--- src/rtl/head_launch_pkg.sv ---
// Shared types, cfg select codes and default widths for the head array launcher.
package head_launch_pkg;

  typedef enum logic [2:0] {
    ST_IDLE,
    ST_CFG,
    ST_STATE,
    ST_START,
    ST_WAIT,
    ST_DONE
  } launch_state_t;

  localparam logic [2:0] CFG_SEL_OP    = 3'd0;
  localparam logic [2:0] CFG_SEL_USR   = 3'd1;
  localparam logic [2:0] CFG_SEL_MODEL = 3'd2;
  localparam logic [2:0] CFG_SEL_PMU   = 3'd3;
  localparam logic [2:0] CFG_SEL_RC    = 3'd4;

  localparam int NUM_HEAD_DEF    = 16;
  localparam int STATE_W_DEF     = 32;
  localparam int OP_CFG_W_DEF    = 41;
  localparam int USR_CFG_W_DEF   = 12;
  localparam int MODEL_CFG_W_DEF = 30;
  localparam int PMU_CFG_W_DEF   = 4;
  localparam int RC_CFG_W_DEF    = 84;
  localparam int CFG_WD_W_DEF    = 84;
  localparam int TIMEOUT_CYC_DEF = 65535;

endpackage

--- src/rtl/head_array_launcher_if.sv ---
// Host-side config write and launch command interface of the head array launcher.
interface head_array_launcher_if
  import head_launch_pkg::*;
#(
  parameter int NUM_HEAD = NUM_HEAD_DEF,
  parameter int STATE_W  = STATE_W_DEF,
  parameter int CFG_WD_W = CFG_WD_W_DEF
);
  logic                cfg_wen;
  logic [2:0]          cfg_sel;
  logic [CFG_WD_W-1:0] cfg_wdata;
  logic                cmd_vld;
  logic                cmd_rdy;
  logic [STATE_W-1:0]  cmd_state;
  logic [NUM_HEAD-1:0] cmd_head_mask;
  logic                abort;
  logic                busy;
  logic                done;
  logic                done_timeout;
  logic [NUM_HEAD-1:0] finish_map;

  modport master (
    output cfg_wen, cfg_sel, cfg_wdata, cmd_vld, cmd_state, cmd_head_mask, abort,
    input  cmd_rdy, busy, done, done_timeout, finish_map
  );

  modport slave (
    input  cfg_wen, cfg_sel, cfg_wdata, cmd_vld, cmd_state, cmd_head_mask, abort,
    output cmd_rdy, busy, done, done_timeout, finish_map
  );
endinterface

--- src/rtl/head_cfg_shadow.sv ---
// Five shadow config registers with dirty tracking; a broadcast pulse copies dirty shadows
// to the output buses and strobes their valids for one cycle.
module head_cfg_shadow
  import head_launch_pkg::*;
#(
  parameter int CFG_WD_W    = CFG_WD_W_DEF,
  parameter int OP_CFG_W    = OP_CFG_W_DEF,
  parameter int USR_CFG_W   = USR_CFG_W_DEF,
  parameter int MODEL_CFG_W = MODEL_CFG_W_DEF,
  parameter int PMU_CFG_W   = PMU_CFG_W_DEF,
  parameter int RC_CFG_W    = RC_CFG_W_DEF
) (
  input  logic                   clk,
  input  logic                   rst_n,
  input  logic                   wen,
  input  logic [2:0]             sel,
  input  logic [CFG_WD_W-1:0]    wdata,
  input  logic                   bcast,
  output logic [OP_CFG_W-1:0]    op_cfg,
  output logic [USR_CFG_W-1:0]   usr_cfg,
  output logic [MODEL_CFG_W-1:0] model_cfg,
  output logic [PMU_CFG_W-1:0]   pmu_cfg,
  output logic [RC_CFG_W-1:0]    rc_cfg,
  output logic [4:0]             vld
);

  for (genvar g = 0; g < 5; g++) begin : g_ch
    localparam int W = (g == 0) ? OP_CFG_W  :
                       (g == 1) ? USR_CFG_W :
                       (g == 2) ? MODEL_CFG_W :
                       (g == 3) ? PMU_CFG_W : RC_CFG_W;

    logic [W-1:0] shadow_q;
    logic [W-1:0] out_q;
    logic         dirty_q;
    logic         vld_q;
    logic         wr;
    logic         send;

    assign wr   = wen && (sel == 3'(g));
    // A write landing in the broadcast cycle is sent straight through.
    assign send = bcast && (dirty_q || wr);

    always_ff @(posedge clk or negedge rst_n) begin
      if (!rst_n) begin
        shadow_q <= '0;
        out_q    <= '0;
        dirty_q  <= 1'b0;
        vld_q    <= 1'b0;
      end else begin
        vld_q <= send;
        if (wr) shadow_q <= wdata[W-1:0];
        if (send) out_q <= wr ? wdata[W-1:0] : shadow_q;
        if (wr) dirty_q <= 1'b1;
        else if (bcast) dirty_q <= 1'b0;
      end
    end

    assign vld[g] = vld_q;
  end

  assign op_cfg    = g_ch[0].out_q;
  assign usr_cfg   = g_ch[1].out_q;
  assign model_cfg = g_ch[2].out_q;
  assign pmu_cfg   = g_ch[3].out_q;
  assign rc_cfg    = g_ch[4].out_q;

endmodule

--- src/rtl/head_array_launcher.sv ---
// Launch sequencer for an array of heads: cfg broadcast, state update, start, finish collection.
// Optional WAIT timeout enabled by defining HEAD_LAUNCH_TIMEOUT_EN.
//   state    | meaning
//   IDLE     | ready for a launch command
//   CFG      | dirty config strobes on the buses
//   STATE    | control_state updated and strobed
//   START    | head_start pulse to the selected heads
//   WAIT     | collecting finishes (optionally bounded)
//   DONE     | one-cycle completion pulse
module head_array_launcher
  import head_launch_pkg::*;
#(
  parameter int NUM_HEAD    = NUM_HEAD_DEF,
  parameter int STATE_W     = STATE_W_DEF,
  parameter int OP_CFG_W    = OP_CFG_W_DEF,
  parameter int USR_CFG_W   = USR_CFG_W_DEF,
  parameter int MODEL_CFG_W = MODEL_CFG_W_DEF,
  parameter int PMU_CFG_W   = PMU_CFG_W_DEF,
  parameter int RC_CFG_W    = RC_CFG_W_DEF,
  parameter int CFG_WD_W    = CFG_WD_W_DEF,
  parameter int TIMEOUT_CYC = TIMEOUT_CYC_DEF
) (
  input  logic                   clk,
  input  logic                   rst_n,
  head_array_launcher_if.slave   host,
  output logic [OP_CFG_W-1:0]    op_cfg,
  output logic [USR_CFG_W-1:0]   usr_cfg,
  output logic [MODEL_CFG_W-1:0] model_cfg,
  output logic [PMU_CFG_W-1:0]   pmu_cfg,
  output logic [RC_CFG_W-1:0]    rc_cfg,
  output logic                   op_cfg_vld,
  output logic                   usr_cfg_vld,
  output logic                   model_cfg_vld,
  output logic                   pmu_cfg_vld,
  output logic                   rc_cfg_vld,
  output logic [STATE_W-1:0]     control_state,
  output logic                   control_state_update,
  output logic [NUM_HEAD-1:0]    head_start,
  input  logic [NUM_HEAD-1:0]    head_finish
);

  launch_state_t       state_q, state_nxt;
  logic                rdy_q;
  logic                accept;
  logic [NUM_HEAD-1:0] mask_q, fmap_q, fmap_nxt;
  logic [STATE_W-1:0]  st_lat_q, ctrl_q;
  logic                update_q;
  logic                timed_out;
  logic [4:0]          vld;

  assign host.cmd_rdy = rdy_q && (state_q == ST_IDLE);
  assign accept       = host.cmd_vld && host.cmd_rdy;
  assign fmap_nxt     = fmap_q | (head_finish & mask_q);

`ifdef HEAD_LAUNCH_TIMEOUT_EN
  logic [31:0] wait_cnt_q;
  logic        timeout_q;
  assign timed_out = (state_q == ST_WAIT) && (wait_cnt_q == 32'(TIMEOUT_CYC - 1));

  always_ff @(posedge clk or negedge rst_n) begin
    if (!rst_n) begin
      wait_cnt_q <= '0;
      timeout_q  <= 1'b0;
    end else begin
      wait_cnt_q <= (state_q == ST_WAIT) ? wait_cnt_q + 32'd1 : '0;
      timeout_q  <= (state_q == ST_WAIT) && (state_nxt == ST_DONE) && (fmap_nxt != mask_q);
    end
  end
  assign host.done_timeout = (state_q == ST_DONE) && timeout_q;
`else
  assign timed_out         = 1'b0;
  assign host.done_timeout = 1'b0;
`endif

  always_comb begin
    state_nxt = state_q;
    case (state_q)
      ST_IDLE:  if (accept) state_nxt = ST_CFG;
      ST_CFG:   state_nxt = ST_STATE;
      ST_STATE: state_nxt = ST_START;
      ST_START: state_nxt = ST_WAIT;
      ST_WAIT:  if (fmap_nxt == mask_q || timed_out) state_nxt = ST_DONE;
      ST_DONE:  state_nxt = ST_IDLE;
      default:  state_nxt = ST_IDLE;
    endcase
    if (host.abort && state_q != ST_IDLE) state_nxt = ST_IDLE;
  end

  always_ff @(posedge clk or negedge rst_n) begin
    if (!rst_n) begin
      state_q  <= ST_IDLE;
      rdy_q    <= 1'b0;
      mask_q   <= '0;
      st_lat_q <= '0;
      fmap_q   <= '0;
      ctrl_q   <= '0;
      update_q <= 1'b0;
    end else begin
      state_q  <= state_nxt;
      rdy_q    <= 1'b1;
      update_q <= (state_q == ST_CFG) && (state_nxt == ST_STATE);
      if ((state_q == ST_CFG) && (state_nxt == ST_STATE)) ctrl_q <= st_lat_q;
      if (accept) begin
        mask_q   <= host.cmd_head_mask;
        st_lat_q <= host.cmd_state;
        fmap_q   <= '0;
      end else if (state_q == ST_WAIT) begin
        fmap_q <= fmap_nxt;
      end
    end
  end

  head_cfg_shadow #(
    .CFG_WD_W   (CFG_WD_W),
    .OP_CFG_W   (OP_CFG_W),
    .USR_CFG_W  (USR_CFG_W),
    .MODEL_CFG_W(MODEL_CFG_W),
    .PMU_CFG_W  (PMU_CFG_W),
    .RC_CFG_W   (RC_CFG_W)
  ) u_shadow (
    .clk      (clk),
    .rst_n    (rst_n),
    .wen      (host.cfg_wen),
    .sel      (host.cfg_sel),
    .wdata    (host.cfg_wdata),
    .bcast    (accept),
    .op_cfg   (op_cfg),
    .usr_cfg  (usr_cfg),
    .model_cfg(model_cfg),
    .pmu_cfg  (pmu_cfg),
    .rc_cfg   (rc_cfg),
    .vld      (vld)
  );

  assign op_cfg_vld           = vld[0];
  assign usr_cfg_vld          = vld[1];
  assign model_cfg_vld        = vld[2];
  assign pmu_cfg_vld          = vld[3];
  assign rc_cfg_vld           = vld[4];
  assign control_state        = ctrl_q;
  assign control_state_update = update_q;
  assign head_start           = (state_q == ST_START) ? mask_q : '0;
  assign host.busy            = (state_q != ST_IDLE);
  assign host.done            = (state_q == ST_DONE);
  assign host.finish_map      = fmap_q;

endmodule

--- src/flat_wrapper.sv ---
// flat-port wrapper written by rule: the top's interface ports become plain ports
module head_array_launcher_flat import head_launch_pkg::*;
#(
  parameter int NUM_HEAD    = NUM_HEAD_DEF,
  parameter int STATE_W     = STATE_W_DEF,
  parameter int OP_CFG_W    = OP_CFG_W_DEF,
  parameter int USR_CFG_W   = USR_CFG_W_DEF,
  parameter int MODEL_CFG_W = MODEL_CFG_W_DEF,
  parameter int PMU_CFG_W   = PMU_CFG_W_DEF,
  parameter int RC_CFG_W    = RC_CFG_W_DEF,
  parameter int CFG_WD_W    = CFG_WD_W_DEF,
  parameter int TIMEOUT_CYC = TIMEOUT_CYC_DEF
)
  (clk, rst_n, op_cfg, usr_cfg, model_cfg, pmu_cfg, rc_cfg, op_cfg_vld, usr_cfg_vld, model_cfg_vld, pmu_cfg_vld, rc_cfg_vld, control_state, control_state_update, head_start, head_finish, host_cfg_wen, host_cfg_sel, host_cfg_wdata, host_cmd_vld, host_cmd_state, host_cmd_head_mask, host_abort, host_cmd_rdy, host_busy, host_done, host_done_timeout, host_finish_map);
  head_array_launcher_if #(.NUM_HEAD(NUM_HEAD), .STATE_W(STATE_W), .CFG_WD_W(CFG_WD_W)) host_i ();
  input  logic clk;
  input  logic rst_n;
  output logic [OP_CFG_W-1:0] op_cfg;
  output logic [USR_CFG_W-1:0] usr_cfg;
  output logic [MODEL_CFG_W-1:0] model_cfg;
  output logic [PMU_CFG_W-1:0] pmu_cfg;
  output logic [RC_CFG_W-1:0] rc_cfg;
  output logic op_cfg_vld;
  output logic usr_cfg_vld;
  output logic model_cfg_vld;
  output logic pmu_cfg_vld;
  output logic rc_cfg_vld;
  output logic [STATE_W-1:0] control_state;
  output logic control_state_update;
  output logic [NUM_HEAD-1:0] head_start;
  input  logic [NUM_HEAD-1:0] head_finish;
  input wire logic [$bits(host_i.cfg_wen)-1:0] host_cfg_wen;
  input wire logic [$bits(host_i.cfg_sel)-1:0] host_cfg_sel;
  input wire logic [$bits(host_i.cfg_wdata)-1:0] host_cfg_wdata;
  input wire logic [$bits(host_i.cmd_vld)-1:0] host_cmd_vld;
  input wire logic [$bits(host_i.cmd_state)-1:0] host_cmd_state;
  input wire logic [$bits(host_i.cmd_head_mask)-1:0] host_cmd_head_mask;
  input wire logic [$bits(host_i.abort)-1:0] host_abort;
  output wire logic [$bits(host_i.cmd_rdy)-1:0] host_cmd_rdy;
  output wire logic [$bits(host_i.busy)-1:0] host_busy;
  output wire logic [$bits(host_i.done)-1:0] host_done;
  output wire logic [$bits(host_i.done_timeout)-1:0] host_done_timeout;
  output wire logic [$bits(host_i.finish_map)-1:0] host_finish_map;
  assign host_i.cfg_wen = host_cfg_wen;
  assign host_i.cfg_sel = host_cfg_sel;
  assign host_i.cfg_wdata = host_cfg_wdata;
  assign host_i.cmd_vld = host_cmd_vld;
  assign host_i.cmd_state = host_cmd_state;
  assign host_i.cmd_head_mask = host_cmd_head_mask;
  assign host_i.abort = host_abort;
  assign host_cmd_rdy = host_i.cmd_rdy;
  assign host_busy = host_i.busy;
  assign host_done = host_i.done;
  assign host_done_timeout = host_i.done_timeout;
  assign host_finish_map = host_i.finish_map;
  head_array_launcher #(.NUM_HEAD(NUM_HEAD), .STATE_W(STATE_W), .OP_CFG_W(OP_CFG_W), .USR_CFG_W(USR_CFG_W), .MODEL_CFG_W(MODEL_CFG_W), .PMU_CFG_W(PMU_CFG_W), .RC_CFG_W(RC_CFG_W), .CFG_WD_W(CFG_WD_W), .TIMEOUT_CYC(TIMEOUT_CYC)) u_core (.clk(clk), .rst_n(rst_n), .host(host_i), .op_cfg(op_cfg), .usr_cfg(usr_cfg), .model_cfg(model_cfg), .pmu_cfg(pmu_cfg), .rc_cfg(rc_cfg), .op_cfg_vld(op_cfg_vld), .usr_cfg_vld(usr_cfg_vld), .model_cfg_vld(model_cfg_vld), .pmu_cfg_vld(pmu_cfg_vld), .rc_cfg_vld(rc_cfg_vld), .control_state(control_state), .control_state_update(control_state_update), .head_start(head_start), .head_finish(head_finish));
endmodule
--- config.mk ---
export PLATFORM = sky130hd
export DESIGN_NAME = head_array_launcher_flat
export DESIGN_NICKNAME = d
export VERILOG_FILES = /design/src/rtl/head_launch_pkg.sv /design/src/rtl/head_array_launcher_if.sv /design/src/rtl/head_cfg_shadow.sv /design/src/rtl/head_array_launcher.sv /design/src/flat_wrapper.sv
export SDC_FILE = /design/constraint.sdc
export NUM_CORES = 1
export LEC_CHECK = 0
export CORE_AREA = 4 4 194 196
export CTS_CLUSTER_SIZE = 40
export DETAILED_ROUTE_END_ITERATION = 12
export DIE_AREA = 0 0 198 200
export PLACE_DENSITY_LB_ADDON = 0.12
export SLEW_MARGIN = 20
export SYNTH_ARGS = -nofsm -noshare
export SYNTH_HDL_FRONTEND = slang
export SYNTH_SLANG_ARGS = --single-unit
--- constraint.sdc ---
create_clock -name clk -period 2.2 [get_ports clk]
set_input_delay 0.66 -clock clk [delete_from_list [all_inputs] [get_ports clk]]
set_output_delay 0.66 -clock clk [all_outputs]
set_load 0.02 [all_outputs]
After elaboration in Yosys (flattened, before gate mapping)
Cells that the tools add are included.
{"block": "word_totals", "elab_cells": 86, "ff_bits": 453}
{"block": "classes", "reduce_logical": 28, "bitwise": 2, "mux": 18, "eq_ne": 11}
{"operator": "two-way mux 84 bit", "n": 1}
{"operator": "two-way mux 16 bit", "n": 3}
{"operator": "two-way mux 41 bit", "n": 1}
{"operator": "two-way mux 30 bit", "n": 1}
{"operator": "AND 16 bit", "n": 1}
{"operator": "equality test 16 bit", "n": 1}
{"operator": "bitwise OR 16 bit", "n": 1}
{"operator": "equality test 3 x 2 -> 1 bit (second input constant)", "n": 5}
{"operator": "case mux 3 bit (5 select lines)", "n": 1}
{"operator": "logical AND 1 bit", "n": 14}
{"operator": "two-way mux 12 bit", "n": 1}
{"operator": "nonzero test 2 bit", "n": 6}
{"operator": "equality test 3 bit (second input constant)", "n": 3}
{"operator": "two-way mux 3 bit", "n": 3}
{"operator": "equality test 3 x 1 -> 1 bit (second input constant)", "n": 2}
{"operator": "logical NOT 3 bit", "n": 2}
{"operator": "two-way mux 1 bit", "n": 6}
{"operator": "logical OR 1 bit", "n": 5}
{"operator": "two-way mux 4 bit", "n": 1}
{"operator": "nonzero test 3 bit", "n": 1}

Logic depth before layout (Yosys ltp)
{"block": "logic_depth", "word_depth": 8, "depth_mapped": 7, "depth_no_buf": 4}

Cells and area by module
A second synthesis with hierarchy kept.
{"block": "hier_totals", "cells_unflattened": 2114, "hier_area_um2": 20310.7}
{"mod": "head_cfg_shadow", "area_each_um2": 15985.3, "cells_each": 1802, "seq_area_each_um2": 8808.4, "n_inst": 1}
{"mod": "head_array_launcher", "area_each_um2": 4325.4, "cells_each": 312, "seq_area_each_um2": 2527.4, "n_inst": 1}

Least setup slack after synthesis
OpenSTA, ideal clock, no wires.
{"block": "synth_timing", "kind": "input-to-reg", "startpoint": "input port host_cfg_sel[0]", "endpoint": "register u_core.u_shadow.g_ch[0].out_q[10] (netlist: u_core.u_shadow.op_cfg[10])", "cell_stages": 4, "setup_slack_ns": 0.092, "setup_ns": 0.125, "t_required_ns": 2.075, "t_arrival_ns": 1.983, "cell_sequence": "nor4b_4 > buf_2 > mux2_2 > mux2_4"}
{"block": "synth_via", "elab_chain_cells": 4, "word_cells_on_any_way": 5}
{"item": "start, declared", "line": "flat_wrapper.sv:33", "rtl": "input wire logic [$bits(host_i.cfg_sel)-1:0] host_cfg_sel;"}
{"item": "logical NOT 3 bit (*)", "line": "head_cfg_shadow.sv:40", "rtl": "assign wr = wen && (sel == 3'(g));"}
{"item": "logical AND 1 bit (*)", "line": "head_cfg_shadow.sv:40"}
{"item": "logical OR 1 bit", "line": "head_cfg_shadow.sv:42", "rtl": "assign send = bcast && (dirty_q || wr);"}
{"item": "logical AND 1 bit", "line": "head_cfg_shadow.sv:42"}
{"item": "end signal, assigned", "line": "head_cfg_shadow.sv:53", "rtl": "if (send) out_q <= wr ? wdata[W-1:0] : shadow_q;"}
{"item": "end, declared", "line": "head_cfg_shadow.sv:34", "rtl": "logic [W-1:0] out_q;"}
Every way passes the cells marked *; elsewhere a longest branch is shown, timed or not.
A chain may end at the register's enable or synchronous reset.

Final worst setup path
{"block": "layout_timing", "startpoint": "register u_core.state_q[0]", "endpoint": "output port head_start[14]"}
{"block": "layout_via", "elab_chain_cells": 2}
{"item": "start, declared", "line": "head_array_launcher.sv:42", "rtl": "launch_state_t state_q, state_nxt;"}
{"item": "start signal, assigned", "line": "head_array_launcher.sv:99", "rtl": "state_q <= state_nxt;"}
{"item": "equality test 3 x 2 -> 1 bit", "line": "head_array_launcher.sv:142", "rtl": "assign head_start = (state_q == ST_START) ? mask_q : '0;"}
{"item": "two-way mux 16 bit", "line": "head_array_launcher.sv:142"}
{"item": "end, declared", "line": "flat_wrapper.sv:30", "rtl": "output logic [NUM_HEAD-1:0] head_start;"}
No other way between the ends.

==> flow_summary.json <==
{
  "total_power_w": 0.0321,
  "async_reset_ff_share_pct": 100,
  "grt_antenna_before_repair": 0,
  "layout.cells.most_common": "dfrtp_1",
  "synth-seq-area-share_pct": 63.7,
  "wirelength_mm": 43.7,
  "grt_max_degree": 90,
  "drt_iter0_drc": 413,
  "ios": 401,
  "drc": 0,
  "status": "finished with violations",
  "final.min_clock_period_ps": 2290,
  "violations": "setup timing",
  "grt_pass1_vias": 11800,
  "route.vias.total": 11000,
  "rsz0062_at_grt": "true",
  "final_cell_mix": "dfrtp_1 (453), mux2_2 (243), dlygate4sd2_1 (216)",
  "setup_ws_ps": -90.4,
  "drive_gt1_share_pct": 33.2,
  "critPathLaunch": "u_core.state_q[0]",
  "hold_end": "u_core.st_lat_q[20]",
  "rr_startpoint": "u_core.state_q[2]",
  "maxSlewHeadroom_pct": 63.5,
  "fin_area_mm2": 0.0244,
  "drv_cap": 0,
  "yosys_warnings": 0,
  "min-delay-start": "u_core.st_lat_q[20]",
  "end_kind": "primary output",
  "vias_per_cell": 5.12,
  "ant_nets": 0,
  "cts_buffer_depth": 3,
  "synth_cell_types": 41,
  "peakVddDrop_mv": 0.927,
  "syn_avg_cell_area_um2": 15.2,
  "die_area_mm2": 0.0396,
  "nets": 1794,
  "cts-root-buf": "clkbuf_16",
  "crit_arrival_ps": 1630,
  "area_growth_pct": 37.3,
  "core_area_mm2": 0.0361,
  "wire_per_inst_um": 20.4,
  "tns_ps": -1250,
  "r2r_end": "u_core.u_shadow.rc_cfg[64]",
  "reg2reg_depth": 9,
  "htreeDepth": 2,
  "critPathRequiredTime_ps": 1540,
  "grt_usage_pct": 21.8,
  "grt_pass1_wl_mm": 67.6,
  "r2r_slack_ps": 60,
  "crit_fanout": 10,
  "port_buffers": 399,
  "synth_area_mm2": 0.0178,
  "min_path_cells": 2,
  "fp.dieH_um": 200,
  "grt_overflow": 0,
  "clkLatencyLatePin_ps": 560,
  "cts_tree": "built",
  "min_period_over_period_pct": 104,
  "dp_worst_setup_slack_ps": -569,
  "gp_congestion": 0.791,
  "tightest_slew_ps": 534,
  "critPathKind": "flop to primary output",
  "cts_buffers": 46,
  "clkTransAtPathRegs_ps": 60,
  "start_util_pct": 49.3,
  "num_antenna_cells": 0,
  "final_max_slew_viol_count": 0,
  "fp.dieW_um": 198,
  "finish.utilization_pct": 67.7,
  "hold_class": "flop to flop",
  "powerDensity_mw_per_mm2": 1320,
  "setup_viol": 17,
  "rows": 70,
  "skew_ps": 15.0,
  "synth-edff-count": 0,
  "hpwlAfterDp_mm": 31.1,
  "first_pass_iters": 4,
  "hold_viol_final": 0,
  "ys_ff_latch": 453,
  "synthCells": 1167,
  "p_leak_nw": 12.1,
  "yosys_most_used_dff": "dfrtp_1",
  "fmax_mhz": 437,
  "place_area_mm2": 0.0230,
  "clock_sinks": 453,
  "start_kind": "flop",
  "syn_nets": 1323
}
## worst max path at each step
stage	end	slack [ps]	cells after the start
2_1_floorplan	u_core.u_shadow.op_cfg[10]	90	4
3_3_place_gp	u_core.u_shadow.model_cfg[5]	-500	5
3_5_place_dp	u_core.u_shadow.model_cfg[5]	-570	5
4_1_cts	head_start[14]	-120	4
5_1_grt	head_start[12]	-170	4
6_report	head_start[14]	-90	4
## metrics by stage
stage	instances	hold slack [ps]
2_1_floorplan	1167	364
3_3_place_gp	2055	451
3_5_place_dp	2055	461
4_1_cts	2139	473
5_1_grt	2141	484
6_report	2141	467
## worst max-delay path, cell delays in order (launching register included)
cell	delay (ps)
dfrtp_1	390
and3b_2	240
buf_12	150
and2_1	160
buf_6	130
## state kept, by name, summed over array words and instances, names as in the netlist
register / count
u_core.control_state: 32
u_core.mask_q: 16
u_core.u_shadow.g_ch.vld_q: 5
u_core.st_lat_q: 32
u_core.u_shadow.g_ch.dirty_q: 5
u_core.u_shadow.g_ch.shadow_q: 171
u_core.u_shadow.rc_cfg: 84
u_core.u_shadow.op_cfg: 41
u_core.state_q: 3
u_core.rdy_q: 1
u_core.u_shadow.pmu_cfg: 4
u_core.control_state_update: 1
u_core.host.finish_map: 16
u_core.u_shadow.usr_cfg: 12
u_core.u_shadow.model_cfg: 30
## layout make-up
| cell class | instances | area [um2] |
|---|---|---|
| multi-input cells | 647 | 6100 |
| inverters | 9 | 33.8 |
| clock buffers | 71 | 1370 |
| well taps | 468 | 586 |
| fillers | 2743 | 11700 |
| clock inverters | 12 | 250 |
| flip-flops and latches | 453 | 11300 |
| repair buffers | 481 | 4750 |
## per-layer routing
layer	track usage [%]	part of all wire, %	vias up	wire (um)
li1	-	-	4959	-
met1	28.3	41	5632	18000
met4	5.69	2.4	0	1060
met3	7.00	7.7	68	3350
met5	0	0	-	0
met2	35.9	49	294	21200
## what timing repair did
item	CTS	global route
gates resized for setup	337	11
endpoints found under the hold margin	19	0
hold buffers	1	0
buffers inserted	0	2
pin swaps	1	1
setup endpoints to repair	235	39
## logic make-up (layout without fill, tap and decap cells)
logic type	count (synthesis)	after routing	synth area share, %
buffers and inverters	67	573	2.35
muxes	370	370	25.9
DFF	453	453	63.7
other	2	2	0.0422
AOI/OAI and AO/OA	37	37	1.46
xor gates and xnor gates	1	1	0.0493
and+or+nand+nor	237	237	6.47
## power breakdown
group | internal, W | total [W] | leakage (nW) | switching [W]
clock network | 0.00509 | 0.00828 | 0.790 | 0.00319
registers | 0.0113 | 0.0129 | 5.58 | 0.00161
logic | 0.00542 | 0.0109 | 5.73 | 0.00551
## synth_stat cells, types with 12 or more instances
library cell  count  share of area [%]
nor2_1           20               0.42
and2_1           16               0.56
dfrtp_1         453                 64
nor3b_1          16               0.68
mux2_4          117                9.9
nor2b_1          12               0.42
nand2_1         152                3.2
a31oi_1          16               0.56
mux2_2          243                 15
buf_2            22               0.62
buf_6            15               0.95
clkbuf_1         14               0.30
Note: power is estimated with default switching activity, not from simulation.
